[config.mk]
export PLATFORM = sky130hd
export DESIGN_NAME = chan_req_agent
export DESIGN_NICKNAME = d
export VERILOG_FILES = /design/src/rtl/chan_req_agent.sv
export SDC_FILE = /design/constraint.sdc
export NUM_CORES = 2
export LEC_CHECK = 0
export BUFFER_PORTS_ARGS = -buffer_cell sky130_fd_sc_hd__buf_4
export CORE_AREA = 2 2 392 394
export CTS_BUF_LIST = sky130_fd_sc_hd__clkbuf_4
export DETAILED_ROUTE_END_ITERATION = 12
export DIE_AREA = 0 0 394 396
export PLACE_DENSITY = 0.82
export SYNTH_ARGS = -nofsm -noshare
export SYNTH_HDL_FRONTEND = slang
export SYNTH_SLANG_ARGS = --single-unit
[constraint.sdc]
create_clock -name i_clk -period 6.7 [get_ports i_clk]
set_input_delay 0.67 -clock i_clk [delete_from_list [all_inputs] [get_ports i_clk]]
set_output_delay 0.67 -clock i_clk [all_outputs]
set_load 0.01 [all_outputs]
[src/rtl/chan_req_agent.sv]
// Per-port ingress buffer that requests the channel arbiter once a complete packet is stored.
// Optional statistics outputs are enabled with `define CHAN_REQ_AGENT_STAT_EN.
module chan_req_agent #(
  parameter int DATA_WIDTH = 64,
  parameter int DEPTH      = 32,
  parameter int CNT_WIDTH  = $clog2(DEPTH) + 1
) (
  input  logic                  i_clk,
  input  logic                  i_rst_n,
  input  logic [DATA_WIDTH-1:0] i_data,
  input  logic                  i_valid,
  input  logic                  i_sop,
  input  logic                  i_eop,
  output logic                  o_ready,
  output logic                  o_chan_req,
  input  logic                  i_chan_resp,
  input  logic                  i_chan_nresp,
  output logic [DATA_WIDTH-1:0] o_data,
  output logic                  o_valid,
  output logic                  o_end,
  output logic                  o_err
`ifdef CHAN_REQ_AGENT_STAT_EN
  ,
  output logic [15:0]           o_grant_cnt,
  output logic [15:0]           o_lose_cnt
`endif
);

  localparam int AW = $clog2(DEPTH);
  localparam logic [1:0] S_IDLE = 2'd0;
  localparam logic [1:0] S_REQ  = 2'd1;
  localparam logic [1:0] S_SEND = 2'd2;
  localparam logic [CNT_WIDTH-1:0] FULL = CNT_WIDTH'(DEPTH);
  localparam logic [CNT_WIDTH-1:0] ONE  = CNT_WIDTH'(1);

  logic [DATA_WIDTH:0]   mem [DEPTH];
  logic [AW-1:0]         wr_ptr, rd_ptr;
  logic [CNT_WIDTH-1:0]  word_cnt, pkt_cnt;
  logic [1:0]            state;
  logic                  in_pkt, discard;
  logic                  accept, wr_en, rd_en, oversize, pkt_inc, pkt_dec, err_event;
  logic [DATA_WIDTH:0]   rd_word;

  assign o_ready = (word_cnt < FULL);

  always_comb begin
    accept    = i_valid && o_ready;
    wr_en     = accept && !discard;
    rd_en     = ((state == S_REQ) && i_chan_resp) || ((state == S_SEND) && !o_end);
    rd_word   = mem[rd_ptr];
    oversize  = (word_cnt == FULL) && (pkt_cnt == '0);
    pkt_inc   = wr_en && i_eop;
    pkt_dec   = rd_en && rd_word[DATA_WIDTH];
    err_event = (i_chan_resp && (state != S_REQ)) || (accept && i_sop && in_pkt) || oversize;
  end

  always_ff @(posedge i_clk) begin
    if (wr_en) mem[wr_ptr] <= {i_eop, i_data};
  end

  // A full FIFO holding no complete packet can never drain: drop it and skip to the next eop.
  always_ff @(posedge i_clk or negedge i_rst_n) begin
    if (!i_rst_n) begin
      wr_ptr   <= '0;
      rd_ptr   <= '0;
      word_cnt <= '0;
      pkt_cnt  <= '0;
      in_pkt   <= 1'b0;
      discard  <= 1'b0;
    end else begin
      if (wr_en) wr_ptr <= wr_ptr + AW'(1);
      if (oversize) begin
        rd_ptr   <= wr_ptr;
        word_cnt <= '0;
        discard  <= 1'b1;
        in_pkt   <= 1'b0;
      end else begin
        if (rd_en) rd_ptr <= rd_ptr + AW'(1);
        word_cnt <= word_cnt + (wr_en ? ONE : '0) - (rd_en ? ONE : '0);
        if (accept) begin
          if (discard) begin
            if (i_eop) discard <= 1'b0;
          end else begin
            in_pkt <= !i_eop;
          end
        end
      end
      if (pkt_inc && !pkt_dec)      pkt_cnt <= pkt_cnt + ONE;
      else if (pkt_dec && !pkt_inc) pkt_cnt <= pkt_cnt - ONE;
    end
  end

  always_ff @(posedge i_clk or negedge i_rst_n) begin
    if (!i_rst_n) begin
      state      <= S_IDLE;
      o_chan_req <= 1'b0;
      o_valid    <= 1'b0;
      o_end      <= 1'b0;
      o_data     <= '0;
      o_err      <= 1'b0;
    end else begin
      o_err <= err_event;
      case (state)
        S_IDLE: begin
          if (pkt_cnt != '0) begin
            state      <= S_REQ;
            o_chan_req <= 1'b1;
          end
        end
        S_REQ: begin
          if (i_chan_resp) begin
            state      <= S_SEND;
            o_chan_req <= 1'b0;
            o_valid    <= 1'b1;
            o_data     <= rd_word[DATA_WIDTH-1:0];
            o_end      <= rd_word[DATA_WIDTH];
          end else if (i_chan_nresp) begin
            state      <= S_REQ;
            o_chan_req <= 1'b1;
          end
        end
        S_SEND: begin
          // Re-request straight from the end-of-packet cycle when more packets wait.
          if (o_end) begin
            o_valid <= 1'b0;
            o_end   <= 1'b0;
            if (pkt_cnt != '0) begin
              state      <= S_REQ;
              o_chan_req <= 1'b1;
            end else begin
              state <= S_IDLE;
            end
          end else begin
            o_data <= rd_word[DATA_WIDTH-1:0];
            o_end  <= rd_word[DATA_WIDTH];
          end
        end
        default: state <= S_IDLE;
      endcase
    end
  end

`ifdef CHAN_REQ_AGENT_STAT_EN
  always_ff @(posedge i_clk or negedge i_rst_n) begin
    if (!i_rst_n) begin
      o_grant_cnt <= '0;
      o_lose_cnt  <= '0;
    end else if (state == S_REQ) begin
      if (i_chan_resp && (o_grant_cnt != '1))  o_grant_cnt <= o_grant_cnt + 16'd1;
      if (i_chan_nresp && (o_lose_cnt != '1))  o_lose_cnt  <= o_lose_cnt + 16'd1;
    end
  end
`endif

endmodule
==> flow_summary.yaml <==
routing:
  met2WireLength_mm: 98.48
  routed.top_layer: "met5"
  ant_nets: 0
  drt-initial-drc-count: 6017
  totalWireLength_mm: 199.4
  via_count: 42610
  wl_met3_mm: 25.05
  viasPerCell: 6.283
  routedWlPerCell_um: 29.40
  wl_met1_mm: 68.44
  drt_drc_violations_left: 0
  dr.pass1.iters: 5
worst_setup_path:
  start_kind: "flop"
  cp_slowest_cell: "dfrtp_4"
  cp_max_fo: 50
  critical_path.max_stage_delay_ps: 1020
  worstPathCellList: "buf_4 > a311oi_1 > o21ai_2 > ha_1 > inv_1 > ha_1 > a21o_1 > a21oi_1 > or4_1 > nand3_1 > xor2_1"
  worstSetupPathType: "flop to flop"
  cpMostUsedCell: "ha_1"
  critPathCaptureType: "flop"
  required_ps: 7910
  cp.arrival_ps: 5430
power:
  comb_power_share_pct: 26.5
  powerDensity_nw_per_um2: 395.2
  p_leak_nw: 31.20
  switching_power_mw: 11.28
  max-vdd-ir-drop_v: 0.0003718
  internal-power_mw: 26.02
  pwr-share-seq_pct: 43.8
  clkPwrFrac_pct: 29.7
  switching_share_pct: 30.24
clock_tree:
  tritoncts: "built"
  cts_buffers: 538
  clock_sinks: 2174
  cts_setup_buffers: 0
  htree_num_levels: 6
  clkLatencyLatePin_ps: 1340
  clock_path_buffers: 4
  clk_pin_slew_worst_paths_ps: 70
  root_buffer: "clkbuf_4"
global_routing:
  antenna_found_initial: 8
  grt_max_degree: 131
  gr-usage-all-layers_pct: 25.60
  grt_pass1_vias: 44790
  grt_pass1_wl_mm: 289.8
  overflow: 0
sta:
  fin_crit_sh_pct: 62.85
  hold_viol_final: 0
  fin_crit_ps: 4211
  finalSetupViolations: 0
  report.final.slew_viol_count: 0
  slew_headroom_pct: 13.83
  rsz0062_at_grt: "no"
  finalSetupTns_ps: 0
  worst_pin_slew_ps: 1287
  fmax_mhz: 237.5
  clock_skew_ps: 110.8
yosys:
  synth_cell_types: 54
  synth_seq_cells: 2174
  synth.area.top_cells: "edfxtp_1 75%, mux4_2 13%, dfrtp_1 2.8%"
  synth_top_area_share_pct: 75.16
  syn_avg_cell_area_um2: 22.26
  netlist_area_um2: 83100
  ys_seq_area_share_pct: 77.99
  synth.net_count: 3825
  synthTopCellsByCount: "2080 x edfxtp_1, 485 x mux4_2, 198 x mux2i_1"
  synth_most_common_cell: "edfxtp_1"
  synth_area_leader_cell: "edfxtp_1"
  async_flop_share_pct: 4.324
  synthCells: 3734
  synth_flop_cell: "edfxtp_1"
  ys_warn_count: 0
  synth_edf_count: 2080
layout:
  drive_above_1_share_pct: 34.67
  area_growth_pct: 13.59
  nets: 4456
  finalInstanceArea_um2: 94400
  fillCellCount: 9624
floorplanning:
  die_y_um: 396
  pin_count: 140
  die_area_um2: 156000
  row_count: 143
  dieWidth_um: 394
  start_util_pct: 54.84
  core_um2: 151500
hold_path:
  hp-class: "input pin to flop"
placement:
  numPortBuffers: 139
  dp_hpwl_mm: 100.3
  place_area_um2: 86810
  gp_congestion: 0.7676
job:
  maxCapViolCount: 0
status:
  outcome: "finished clean"
## cells by family after synthesis
kind of cell	after synthesis	share of synthesized area, %
XOR/XNOR	15	0.1581
AO/OA/AOI/OAI	284	2.332
AND/OR/NAND/NOR	267	1.397
multiplexers	751	16.45
flip-flops	2174	77.99
buffers and inverters	223	1.354
adder cells (fa/ha/maj)	20	0.3192
## path summary, 6_finish.rpt
| path | startpoint | endpoint | slack [ps] | depth (start not counted) |
|---|---|---|---|---|
| min reg2reg | pkt_cnt[5]$_DFFE_PN0P_ | pkt_cnt[5]$_DFFE_PN0P_ | 480 | 1 |
| min in group asynchronous | i_rst_n | o_data[53]$_DFFE_PN0P_ | 490 | 4 |
| max reg2reg | rd_ptr[4]$_DFFE_PN0P_ | pkt_cnt[5]$_DFFE_PN0P_ | 2490 | 11 |
| min | i_chan_resp | state[0]$_DFFE_PN0P_ | 260 | 4 |
| max | rd_ptr[4]$_DFFE_PN0P_ | pkt_cnt[5]$_DFFE_PN0P_ | 2490 | 11 |
| max in group asynchronous | i_rst_n | o_data[17]$_DFFE_PN0P_ | 5180 | 4 |
## per-stage QoR
stage	std cells	setup WS [ps]	util (%)	hold slack (ps)	power [mW]
finish	6782	2489	62.29	255.3	37.30
global route	6782	2164	62.29	162.0	38.77
CTS	6775	2489	62.28	138.4	37.46
detailed placement	5782	2541	57.28	466.9	26.38
global placement	5782	2616	57.28	451.8	26.09
floorplan	3734	1908	-	374.4	23.37
## power groups by stage
| stage | Combinational, mW | Sequential [mW] | Clock (mW) |
|---|---|---|---|
| after floorplan | 7.17 | 16.2 | 0 |
| after global placement | 9.52 | 16.6 | 0 |
| after detailed placement | 9.77 | 16.6 | 0 |
| after CTS | 9.88 | 16.3 | 11.2 |
| after global routing | 10.5 | 16.4 | 11.9 |
| final | 9.88 | 16.3 | 11.1 |
## registers in the layout, summed over array words and instances (netlist names), 2 cells and up
| signal | count |
|---|---|
| rd_ptr | 5 |
| wr_ptr | 5 |
| word_cnt | 6 |
| mem | 2080 |
| pkt_cnt | 6 |
| state | 2 |
| o_data | 64 |
## placed cells by master, fill, tap and decap left out, drive strengths merged, types with 56 or more instances in the layout
| cell | netlist | final |
|---|---|---|
| mux2i | 198 | 198 |
| clkbuf | 67 | 781 |
| dlygate4sd3 | 0 | 72 |
| buf | 136 | 222 |
| nor2 | 56 | 56 |
| nand2 | 155 | 155 |
| mux2 | 68 | 68 |
| mux4 | 485 | 485 |
| o21ai | 60 | 60 |
| dfrtp | 94 | 94 |
| clkinv | 1 | 108 |
| edfxtp | 2080 | 2080 |
## routing by layer
layer  up-vias  GRT usage (%)
met1     21620          32.26
met3       534          7.916
met2      3123          41.59
met4        10          10.64
met5         -              0
li1      17320              -
## worst max-delay path, delay by kind of cell (launching register included)
family	cells	cell delay [ps]
AOI/OAI and AO/OA	4	660
and+or+nand+nor	2	580
buffers and inverters	2	970
adders and majority gates	2	590
DFF	1	1020
xor gates and xnor gates	1	140
## cell type report
type / count / area (um^2) / area share (%)
Antenna cell: 7 / 17.52 / 0.01856
Inverter: 20 / 80.08 / 0.08483
Tap cell: 2030 / 2540 / 2.691
Multi-Input combinational cell: 1337 / 17430 / 18.46
Timing Repair Buffer: 294 / 2674 / 2.832
Clock inverter: 139 / 964.7 / 1.022
Sequential cell: 2174 / 64830 / 68.68
Clock buffer: 781 / 5863 / 6.211
## timing repair
item,4_1_cts,5_1_grt
hold buffers,73,0
hold endpoints to repair,2139,0
setup endpoints to repair,0,0
gates resized for setup,0,0
Note: power is estimated with default switching activity, not from simulation.
